[config.mk]
export PLATFORM = sky130hd
export DESIGN_NAME = mod_sub_pipe
export DESIGN_NICKNAME = d
export VERILOG_FILES = /design/src/rtl/mod_sub_pipe.sv
export SDC_FILE = /design/constraint.sdc
export NUM_CORES = 1
export LEC_CHECK = 0
export ABC_CLOCK_PERIOD_IN_PS = 2700
export BUFFER_PORTS_ARGS = -buffer_cell sky130_fd_sc_hd__buf_2
export CORE_ASPECT_RATIO = 0.75
export CORE_MARGIN = 2
export CORE_UTILIZATION = 24
export DETAILED_ROUTE_END_ITERATION = 12
export PLACE_DENSITY = 0.45
export REMOVE_ABC_BUFFERS = 1
export SKIP_LAST_GASP = 1
export SYNTH_ARGS = -nofsm -noshare
export SYNTH_HDL_FRONTEND = slang
export SYNTH_SLANG_ARGS = --single-unit
[constraint.sdc]
create_clock -name clk -period 2.7 [get_ports clk]
set_input_delay 0.135 -clock clk [delete_from_list [all_inputs] [get_ports clk]]
set_output_delay 0.135 -clock clk [all_outputs]
set_load 0.02 [all_outputs]
[src/rtl/mod_sub_pipe.sv]
// Three-stage pipelined modular subtractor: (a - b) mod MODULUS.
// 16-bit borrow-lookahead groups, valid/ready handshake, whole-pipe stall on output backpressure.
module mod_sub_pipe #(
  parameter int                    DATA_WIDTH = 64,
  parameter logic [DATA_WIDTH-1:0] MODULUS    = 64'hFFFF_FFFF_0000_0001
) (
  input  logic                  clk,
  input  logic                  rst_n,
  input  logic                  in_valid,
  output logic                  in_ready,
  input  logic [DATA_WIDTH-1:0] in_a,
  input  logic [DATA_WIDTH-1:0] in_b,
  output logic                  out_valid,
  input  logic                  out_ready,
  output logic [DATA_WIDTH-1:0] out_data
);

  localparam int NG = DATA_WIDTH / 16;

  // Carries into positions 0..3 of a 4-wide lookahead block.
  function automatic logic [3:0] lah4(input logic [3:0] g, input logic [3:0] p, input logic cin);
    logic [3:0] c;
    c[0] = cin;
    c[1] = g[0] | (p[0] & cin);
    c[2] = g[1] | (p[1] & g[0]) | (p[1] & p[0] & cin);
    c[3] = g[2] | (p[2] & g[1]) | (p[2] & p[1] & g[0]) | (p[2] & p[1] & p[0] & cin);
    return c;
  endfunction

  function automatic logic gen4(input logic [3:0] g, input logic [3:0] p);
    return g[3] | (p[3] & g[2]) | (p[3] & p[2] & g[1]) | (p[3] & p[2] & p[1] & g[0]);
  endfunction

  // Group-local sum for a given carry-in: nibble lookahead, then bit lookahead.
  function automatic logic [15:0] grp_sum(input logic [15:0] g, input logic [15:0] p,
                                          input logic [15:0] x, input logic cin);
    logic [3:0]  ng;
    logic [3:0]  np;
    logic [3:0]  nc;
    logic [3:0]  bc;
    logic [15:0] s;
    for (int n = 0; n < 4; n++) begin
      ng[n] = gen4(g[4*n +: 4], p[4*n +: 4]);
      np[n] = &p[4*n +: 4];
    end
    nc = lah4(ng, np, cin);
    for (int n = 0; n < 4; n++) begin
      bc         = lah4(g[4*n +: 4], p[4*n +: 4], nc[n]);
      s[4*n +: 4] = x[4*n +: 4] ^ bc;
    end
    return s;
  endfunction

  logic stall;
  assign stall    = out_valid & ~out_ready;
  assign in_ready = ~stall;

  // ---------------- Stage 1: per-group generate/propagate and dual sums
  logic [NG-1:0][15:0] sum0_n, sum1_n;
  logic [NG-1:0]       gg_n, gp_n;

  // NOTE: every always_comb output gets a default before any branch so no latch is inferred.
  always_comb begin
    logic [15:0] ga, gnb, g, p, x;
    logic [3:0]  ng, np;
    sum0_n = '0;
    sum1_n = '0;
    gg_n   = '0;
    gp_n   = '0;
    for (int gi = 0; gi < NG; gi++) begin
      ga  = in_a[16*gi +: 16];
      gnb = ~in_b[16*gi +: 16];
      g   = ga & gnb;
      p   = ga | gnb;
      x   = ga ^ gnb;
      for (int n = 0; n < 4; n++) begin
        ng[n] = gen4(g[4*n +: 4], p[4*n +: 4]);
        np[n] = &p[4*n +: 4];
      end
      gg_n[gi]   = gen4(ng, np);
      gp_n[gi]   = &np;
      sum0_n[gi] = grp_sum(g, p, x, 1'b0);
      sum1_n[gi] = grp_sum(g, p, x, 1'b1);
    end
  end

  logic                s1_valid;
  logic [NG-1:0][15:0] s1_sum0, s1_sum1;
  logic [NG-1:0]       s1_g, s1_p;

  // NOTE: sequential state uses non-blocking assignments only; blocking here would race between stages.
  // NOTE: datapath registers are reset too, so out_data reads 0 during reset rather than stale values.
  always_ff @(posedge clk or negedge rst_n) begin
    if (!rst_n) begin
      s1_valid <= 1'b0;
      s1_sum0  <= '0;
      s1_sum1  <= '0;
      s1_g     <= '0;
      s1_p     <= '0;
    end else if (!stall) begin
      s1_valid <= in_valid;
      if (in_valid) begin
        s1_sum0 <= sum0_n;
        s1_sum1 <= sum1_n;
        s1_g    <= gg_n;
        s1_p    <= gp_n;
      end
    end
  end

  // ---------------- Stage 2: inter-group lookahead with carry-in 1, select sums
  logic [NG:0]           cg;
  logic [DATA_WIDTH-1:0] d_n;

  always_comb begin
    logic prod;
    cg    = '0;
    d_n   = '0;
    cg[0] = 1'b1;
    for (int i = 1; i <= NG; i++) begin
      cg[i] = s1_g[i-1];
      prod  = s1_p[i-1];
      for (int j = i - 2; j >= 0; j--) begin
        cg[i] = cg[i] | (prod & s1_g[j]);
        prod  = prod & s1_p[j];
      end
      cg[i] = cg[i] | prod;
    end
    for (int i = 0; i < NG; i++)
      d_n[16*i +: 16] = cg[i] ? s1_sum1[i] : s1_sum0[i];
  end

  logic                  s2_valid;
  logic [DATA_WIDTH-1:0] s2_d;
  logic                  s2_borrow;

  always_ff @(posedge clk or negedge rst_n) begin
    if (!rst_n) begin
      s2_valid  <= 1'b0;
      s2_d      <= '0;
      s2_borrow <= 1'b0;
    end else if (!stall) begin
      s2_valid <= s1_valid;
      if (s1_valid) begin
        s2_d      <= d_n;
        s2_borrow <= ~cg[NG];
      end
    end
  end

  // ---------------- Stage 3: modular correction into the output register
  always_ff @(posedge clk or negedge rst_n) begin
    if (!rst_n) begin
      out_valid <= 1'b0;
      out_data  <= '0;
    end else if (!stall) begin
      out_valid <= s2_valid;
      if (s2_valid)
        out_data <= s2_borrow ? s2_d + MODULUS : s2_d;
    end
  end

endmodule
======== After elaboration in Yosys (flattened, before gate mapping) ========
Index checks and enable logic that the tools add are counted.
storage, ports and cells
  register bits after elaboration ......... 252
  latch bits .............................. 0
  memory bits (writable) .................. 0
  memory bits (read-only) ................. 0
  bits of input ports ..................... 132
  output and inout port bits .............. 66
  word-level logic and storage cells ...... 603
  memories kept ........................... 0
operators by class
  $add $sub $neg .......................... 1
  multipliers ............................. 0
  div/mod/pow operators ................... 0
  magnitude comparators ................... 0
  equal/unequal tests ..................... 0
  shift operators ......................... 0
  multiplexer cells ....................... 4
  bitwise operators ....................... 560
  reductions and logical operators ........ 23
operator list
  kind                    number
  $and 1x1->1             296
  $or 1x1->1              217
  $xor 4x4->4             28
  $add 64x64->64 const B  1
  $and 16x16->16          4
  $mux 64                 1
  $not 16->16             4
  $or 16x16->16           4
  $reduce_and 16->1       4
  $reduce_and 4->1        16
  $xor 16x16->16          4
  $mux 16                 3
  $reduce_and 2->1        3
  $not 1->1               3

======== Logic depth before layout (Yosys ltp) ========
Gate-level depths: netlist of the first run.
  word-level depth ........................ 13
  depth in mapped cells ................... 11
  gate-level depth less buffers ........... 11

======== Least setup slack after synthesis of the first run ========
No wires, ideal clock.
  path kind ............................... register to register
  start ................................... reg s2_d[52]
  end ..................................... reg out_data[61]
  setup time .............................. 0.129 ns
  arrival time ............................ 2.230 ns
  data required time ...................... 2.571 ns
  path slack .............................. 0.341 ns
  cell stages (with the launch flop) ...... 7
  buffers on the path ..................... 0
  clock period less this slack ............ 2.359 ns
  path through ............................ dfrtp_1 > or4_4 > or3_1 > or3b_4 > a2111oi_4 > xnor2_1 > o21ai_1
on the way
  cells in the longest elaborated chain, start to end .. 2
RTL lines
  what                      line  text
  start: declaration        134   logic [DATA_WIDTH-1:0] s2_d;
  start signal: assignment  145   s2_d <= d_n;
  $add 64x64->64            159   out_data <= s2_borrow ? s2_d + MODULUS : s2_d;
  $mux 64                   159
  end signal: assignment    159
  end: declaration          15    output logic [DATA_WIDTH-1:0] out_data
No other way between the ends.
A chain may end at the register's enable or synchronous reset.

======== Worst setup path in the final report of the first run ========
  start ................................... reg s2_d[51]
  end ..................................... reg out_data[61]
The elaborated chain is that of the path after synthesis.

==> metrics.cfg, run 1 <==
[outcome]
status=complete, no violations

[timing]
slew_viol_final=0
finalSetupTns_ns=0
slew-limit-headroom_pct=53.2
worst_slew_pin_slew_ns=0.695
rsz0062_at_grt=false
period_minus_slack_ns=2.48
finalHoldViolCount=0
fin_crit_sh_pct=92.0
max_freq_mhz=402
clock_skew_ns=0.0239
setup_ws_ns=0.215
setup_viol=0

[worst_setup_path]
timing.rr.end=out_data[61]
slowest_stage=or4_4
path_delay_family=simple AND/OR/NAND/NOR gates
critical_path_class=flop to flop
r2r_cells=6
timing.rr.start=s2_d[51]
crit_required_ns=3.14
critical_path.endpoint_type=flop
worst-path-max-fanout=6
critPathLaunchType=flop
crit_path_cell_trace=or4_4 -> or3_1 -> or3b_4 -> a2111oi_4 -> xnor2_1 -> o21ai_1
reg2reg_slack_ns=0.22
critPathArrivalTime_ns=2.92
path_buf_inv=0
slowest_delay_ns=0.57

[clocking]
cts_buffers=28
cts_tree=done
post_cts_buffers=0
cts_max_level=1
clock_path_buffers=3
cts-root-buf=clkbuf_16
clock_latency_ns=0.57
cts_sinks=252
cts.reportedPaths.clkPinSlew_ns=0.06

[pwr]
peakVddDrop_v=0.000527
cellLeakagePower_uw=0.00916
power.switching_uw=6600
power_frac_clock_pct=22.7
p_int_uw=9860
p_total_uw=16500
combPwrFrac_pct=36.7
powerDensity_nw_per_um2=846
power.share.sequential_pct=40.6
netSwitchingFraction_pct=40.1

[synth]
yosysWarnings=0
yosys_most_used_dff=dfrtp_1
ys_seq_area_share_pct=39.6
synth_seq_cells=252
yosysTopAreaCell=dfrtp_1
syn_avg_cell_area_um2=8.96
synth_cell_types=65
synth_area_leaders=dfrtp_1 (40%), ha_1 (10%), o21ai_0 (5.2%)
yosys.area.top_type_share_pct=39.6
synth_common_cells=dfrtp_1 (252), nand2_1 (212), inv_1 (178)
synth.most_common_cell=dfrtp_1
async_reset_ff_share_pct=100
syn-cell-area_um2=15900
synth_cells=1778
synth_edf_count=0

[floorplan]
dieArea_um2=68500
die_y_um=227
die_w_um=302
io_pins=198
start_util_pct=24.3
core_area_um2=65500
row_count=81

[layout]
drive_above_1_share_pct=17.0
finalNonFillerCells=2914
syn_to_final_growth_pct=22.1
fin_nets=2304

[place]
place_inst=2842
port_buffers=197
finalWeightedCongestion=0.798
post-place-ws_ns=0.101
hpwl_um=35400

[detailed_routing]
dr.pass1.iters=6
ant_nets=0
first_iter_violations=568
via_per_inst=4.46
post_drt_wl_per_cell_um=15.6
drc=0
vias=12987
wirelength_um=45400

[global_route]
antenna_found_initial=0
grt_pass1_wl_um=72500
grt_pass1_vias=13130
overflow=0
grt_max_degree=68
grtUsageTotal_pct=13.3

[hold_path]
min_delay_path_depth=4
worstHoldPathType=input port to flop
hold_start=in_b[15]
holdPathEnd=d_n[15]

[run]
drv_cap=0

[cell usage in the layout (no fill, tap or decap), types with 8 or more instances in the layout]
master / instances
o21ai_0: 167
clkbuf_16: 28
or3_1: 22
dlygate4sd3_1: 20
or2_2: 8
nor4_1: 17
a21oi_1: 107
or4_1: 12
and3_1: 16
mux2i_1: 56
nand3_1: 36
inv_1: 178
nor3_1: 33
nand2_1: 210
xnor2_1: 47
fa_1: 22
buf_2: 196
nand2b_1: 15
xor2_1: 64
clkbuf_1: 10
ha_1: 129
a31oi_1: 12
dfrtp_1: 252
nor2b_1: 17
nor2_1: 129
buf_4: 59
o21bai_1: 12
mux2_2: 18
[worst max path at each step]
| stage | cells after the start | slack [ns] | endpoint | start |
|---|---|---|---|---|
| after floorplan | 4 | -2.10 | d_n[11] | out_valid |
| after global placement | 8 | 0.14 | out_data[41] | s2_d[15] |
| after detailed placement | 13 | 0.10 | s1_sum1[29] | in_a[17] |
| after CTS | 7 | 0.12 | out_data[43] | s2_d[15] |
| after global routing | 7 | 0.009 | out_data[39] | s2_d[15] |
| final | 6 | 0.22 | out_data[61] | s2_d[51] |
[through the flow]
stage / instance area (um2) / hold slack, ns / util (%)
2_1_floorplan: 15700 / -0.161 / -
3_5_place_dp: 18400 / 0.0952 / 28.0
5_1_grt: 19500 / 0.0334 / 29.7
4_1_cts: 19400 / 0.00907 / 29.7
3_3_place_gp: 18400 / 0.0939 / 28.0
6_report: 19500 / 0.0237 / 29.7
[registers in the layout (all words and copies together), names as in the netlist]
name / cells
d_n: 16
out_data: 64
out_valid: 1
s1_g: 4
s1_p: 4
s1_sum0: 48
s1_sum1: 48
s1_valid: 1
s2_borrow: 1
s2_d: 64
s2_valid: 1
[tightest hold or removal path: stages]
cell and delay, ns:
buf_2 0.09, ha_1 0.13, or3_1 0.10, a31oi_1 0.07
[what timing repair did]
item,4_1_cts,5_1_grt
setup endpoints to repair,0,7
resized for setup,0,2
hold buffers,20,0
endpoints found under the hold margin,278,0
[layer usage]
metal	track usage (%)	vias to the layer above	wire length, um
met5	0	-	0
met4	2.20	0	697
met3	2.32	50	1970
met2	22.1	201	20700
met1	18.5	6196	22000
li1	-	6540	-
[cell type report]
type | count | area [um2]
fill | 6953 | 46000
clock buffer | 42 | 793
clock inverter | 9 | 87.6
antenna | 1 | 2.50
multi-input combinational | 1279 | 8750
sequential | 252 | 6310
tap | 871 | 1090
inverter | 178 | 668
timing repair buffer | 282 | 1760
[cell families after synthesis]
group                      synth area share, %
AOI/OAI and AO/OA                         14.5
xor gates and xnor gates                  6.10
adders and majority gates                 12.9
buffers and inverters                     5.85
DFF                                       39.6
muxes                                     4.79
and+or+nand+nor                           16.4
[power groups by stage]
stage	logic [uW]	registers (uW)	clock network, uW
after CTS	6180	6710	3880
after global routing	6860	6940	4010
final	6050	6680	3730
after detailed placement	6120	6770	0
after floorplan	3360	6880	0
after global placement	6050	6730	0
No activity file was read; power rests on OpenSTA's default activity.
==> run 2: changes to the inputs <==
- CELL_PAD_IN_SITES_DETAIL_PLACEMENT: default -> 0
- CELL_PAD_IN_SITES_GLOBAL_PLACEMENT: default -> 1
- CTS_CLUSTER_DIAMETER: default -> 150
- MAX_ROUTING_LAYER: default -> met4
- PLACE_DENSITY: 0.45 -> 0.53
==> run 2 against run 1 <==
Net effect: design area rose by 0.94%; critical endpoint is now out_data[57]; cell count barely moved; clock power rose by 20%; largest power group unchanged.
==> metrics.cfg, run 2 (synthesized netlist as in run 1, its figures left out) <==
[clocking]
cts_buffers=30  ; +7.1%
post_cts_buffers=0  ; unchanged
cts-root-buf=clkbuf_16
cts.reportedPaths.clkPinSlew_ns=0.06  ; about the same
clock_path_buffers=3  ; unchanged
clock_latency_ns=0.58  ; about the same
cts_max_level=1  ; unchanged
cts_sinks=252  ; unchanged
cts_tree=done

[floorplan]
start_util_pct=24.3  ; unchanged
die_y_um=227  ; unchanged
core_area_um2=65500  ; unchanged
io_pins=198  ; unchanged
dieArea_um2=68500  ; unchanged
row_count=81  ; unchanged
die_w_um=302  ; unchanged

[pwr]
p_int_uw=10400  ; +5.4%
cellLeakagePower_uw=0.00923  ; +0.80%
netSwitchingFraction_pct=39.4  ; -0.72 points
powerDensity_nw_per_um2=872  ; +3.1%
power_frac_clock_pct=26.0  ; +3.3 points
p_total_uw=17100  ; +4.1%
power.share.sequential_pct=38.9  ; -1.7 points
power.switching_uw=6750  ; +2.2%
peakVddDrop_v=0.000504  ; -4.3%
combPwrFrac_pct=35.1  ; -1.6 points

[detailed_routing]
wirelength_um=45900  ; +1.1%
drc=0  ; unchanged
via_per_inst=4.44  ; -0.30%
post_drt_wl_per_cell_um=15.8  ; +1.2%
ant_nets=0  ; unchanged
dr.pass1.iters=4  ; -2
first_iter_violations=636  ; +12%
vias=12939  ; -0.37%

[timing]
clock_skew_ns=0.0336  ; +0.00972 ns
rsz0062_at_grt=false
finalHoldViolCount=0  ; unchanged
max_freq_mhz=391  ; -2.9%
worst_slew_pin_slew_ns=0.842  ; +0.147 ns
slew_viol_final=0  ; unchanged
setup_viol=0  ; unchanged
fin_crit_sh_pct=94.8  ; +2.8 points
setup_ws_ns=0.140  ; -0.0750 ns
slew-limit-headroom_pct=43.4  ; -9.9 points
period_minus_slack_ns=2.56  ; +0.0750 ns

[worst_setup_path]
crit_required_ns=3.15  ; about the same
critPathArrivalTime_ns=3.01  ; +0.09 ns
critical_path.endpoint_type=flop
reg2reg_slack_ns=0.14  ; -0.08 ns
critPathLaunchType=flop
worst-path-max-fanout=20  ; +14
critical_path_class=flop to flop

[layout]
fin_nets=2300  ; -0.17%
mostFrequentLayoutCell=dfrtp_1
diodes=0  ; -1
drive_above_1_share_pct=17.3  ; +0.25 points
seqCellArea_um2=6310  ; unchanged
syn_to_final_growth_pct=23.2
multi_input_area_um2=8750  ; about the same
reg_top3=out_data: 64 flops, s2_d: 64 flops
mostFrequentLayoutCells=dfrtp_1 (252), nand2_1 (210), buf_2 (196), inv_1 (178), o21ai_0 (167)
fillCellCount=6982  ; +0.42%

[global_route]
grt_pass1_vias=12825  ; -2.3%
grt_pass1_wl_um=72700  ; +0.30%
grtUsageTotal_pct=13.8  ; +0.46 points
overflow=0  ; unchanged
antenna_found_initial=0  ; unchanged
grt_max_degree=123  ; +81%

[place]
post-place-ws_ns=0.126  ; +0.0250 ns
finalWeightedCongestion=0.788  ; -1.3%
port_buffers=197  ; unchanged
hpwl_um=35100  ; -0.74%

[outcome]
status=complete, no violations

[run]
drv_cap=0  ; unchanged

[hold_path]
worstHoldPathType=input port to flop

run 2: cell count changes in the layout (fill, tap and decap cells not counted), moves of 2 or more:
cell | before | now
buf_4 | 59 | 50
bufinv_16 | 1 | 5
clkbuf_1 | 10 | 1
clkinv_4 | 1 | 4
clkinvlp_4 | 1 | 4
clkbuf_16 | 28 | 30
clkbuf_8 | 4 | 6
dlygate4sd3_1 | 20 | 22
run 2: repair_timing:
| action | CTS | global route |
|---|---|---|
| hold endpoints to repair | 102 | 0 |
| resized for setup | 0 | 1 |
| hold buffers | 22 | 0 |
| setup endpoints to repair | 0 | 1 |
run 2: routing by layer:
layer | vias up | track usage (%) | part of all wire, %
li1 | 6519 | - | -
met1 | 6192 | 19.6 | 51
met2 | 184 | 21.4 | 44
met3 | 44 | 1.77 | 3.3
met4 | 0 | 2.01 | 1.3
met5 | - | - | 0
run 2: final timing paths:
check,depth (start not counted),endpoint,from
worst max-delay path,7,out_data[57],s2_d[14]
worst max register to register,7,out_data[57],s2_d[14]
worst min-delay path,4,d_n[0],in_a[0]
worst min register to register,2,s1_sum0[16],s1_sum0[16]
min in group asynchronous,2,d_n[11],rst_n
max in group asynchronous,3,s1_sum0[37],rst_n
run 2: power by group through the flow:
stage | combinational, uW | sequential, uW | clock (uW)
6_report | 6010 | 6660 | 4460
5_1_grt | 6790 | 6900 | 4790
4_1_cts | 6150 | 6690 | 4620
3_5_place_dp | 6100 | 6750 | 0
3_3_place_gp | 6040 | 6720 | 0
2_1_floorplan | 3360 | 6880 | 0
run 2: cell type report:
class,count,share of cell area (%)
Clock buffer,37,4.26
Clock inverter,19,1.34
Inverter,178,3.40
Multi-Input combinational cell,1279,44.5
Sequential cell,252,32.1
Tap cell,871,5.55
Timing Repair Buffer,276,8.82
run 2: worst max-delay path, stage by stage (launching register included):
cell and delay (ns):
dfrtp_1 0.45, and4_1 0.25, nand4_1 0.27, nor4_4 0.43, buf_4 0.35, a31oi_1 0.16, xnor2_1 0.39, o21ai_0 0.13
run 2: stage by stage:
step	hold WS, ns	TNS [ns]	util, %	area, um2	instances
4_1_cts	0.00195	0	30.0	19600	2912
3_3_place_gp	0.187	0	28.0	18300	2834
2_1_floorplan	-0.161	-330.99	-	15700	1709
3_5_place_dp	0.193	0	28.0	18300	2834
6_report	0.00700	0	30.0	19600	2912
5_1_grt	0.0176	0	30.0	19600	2912
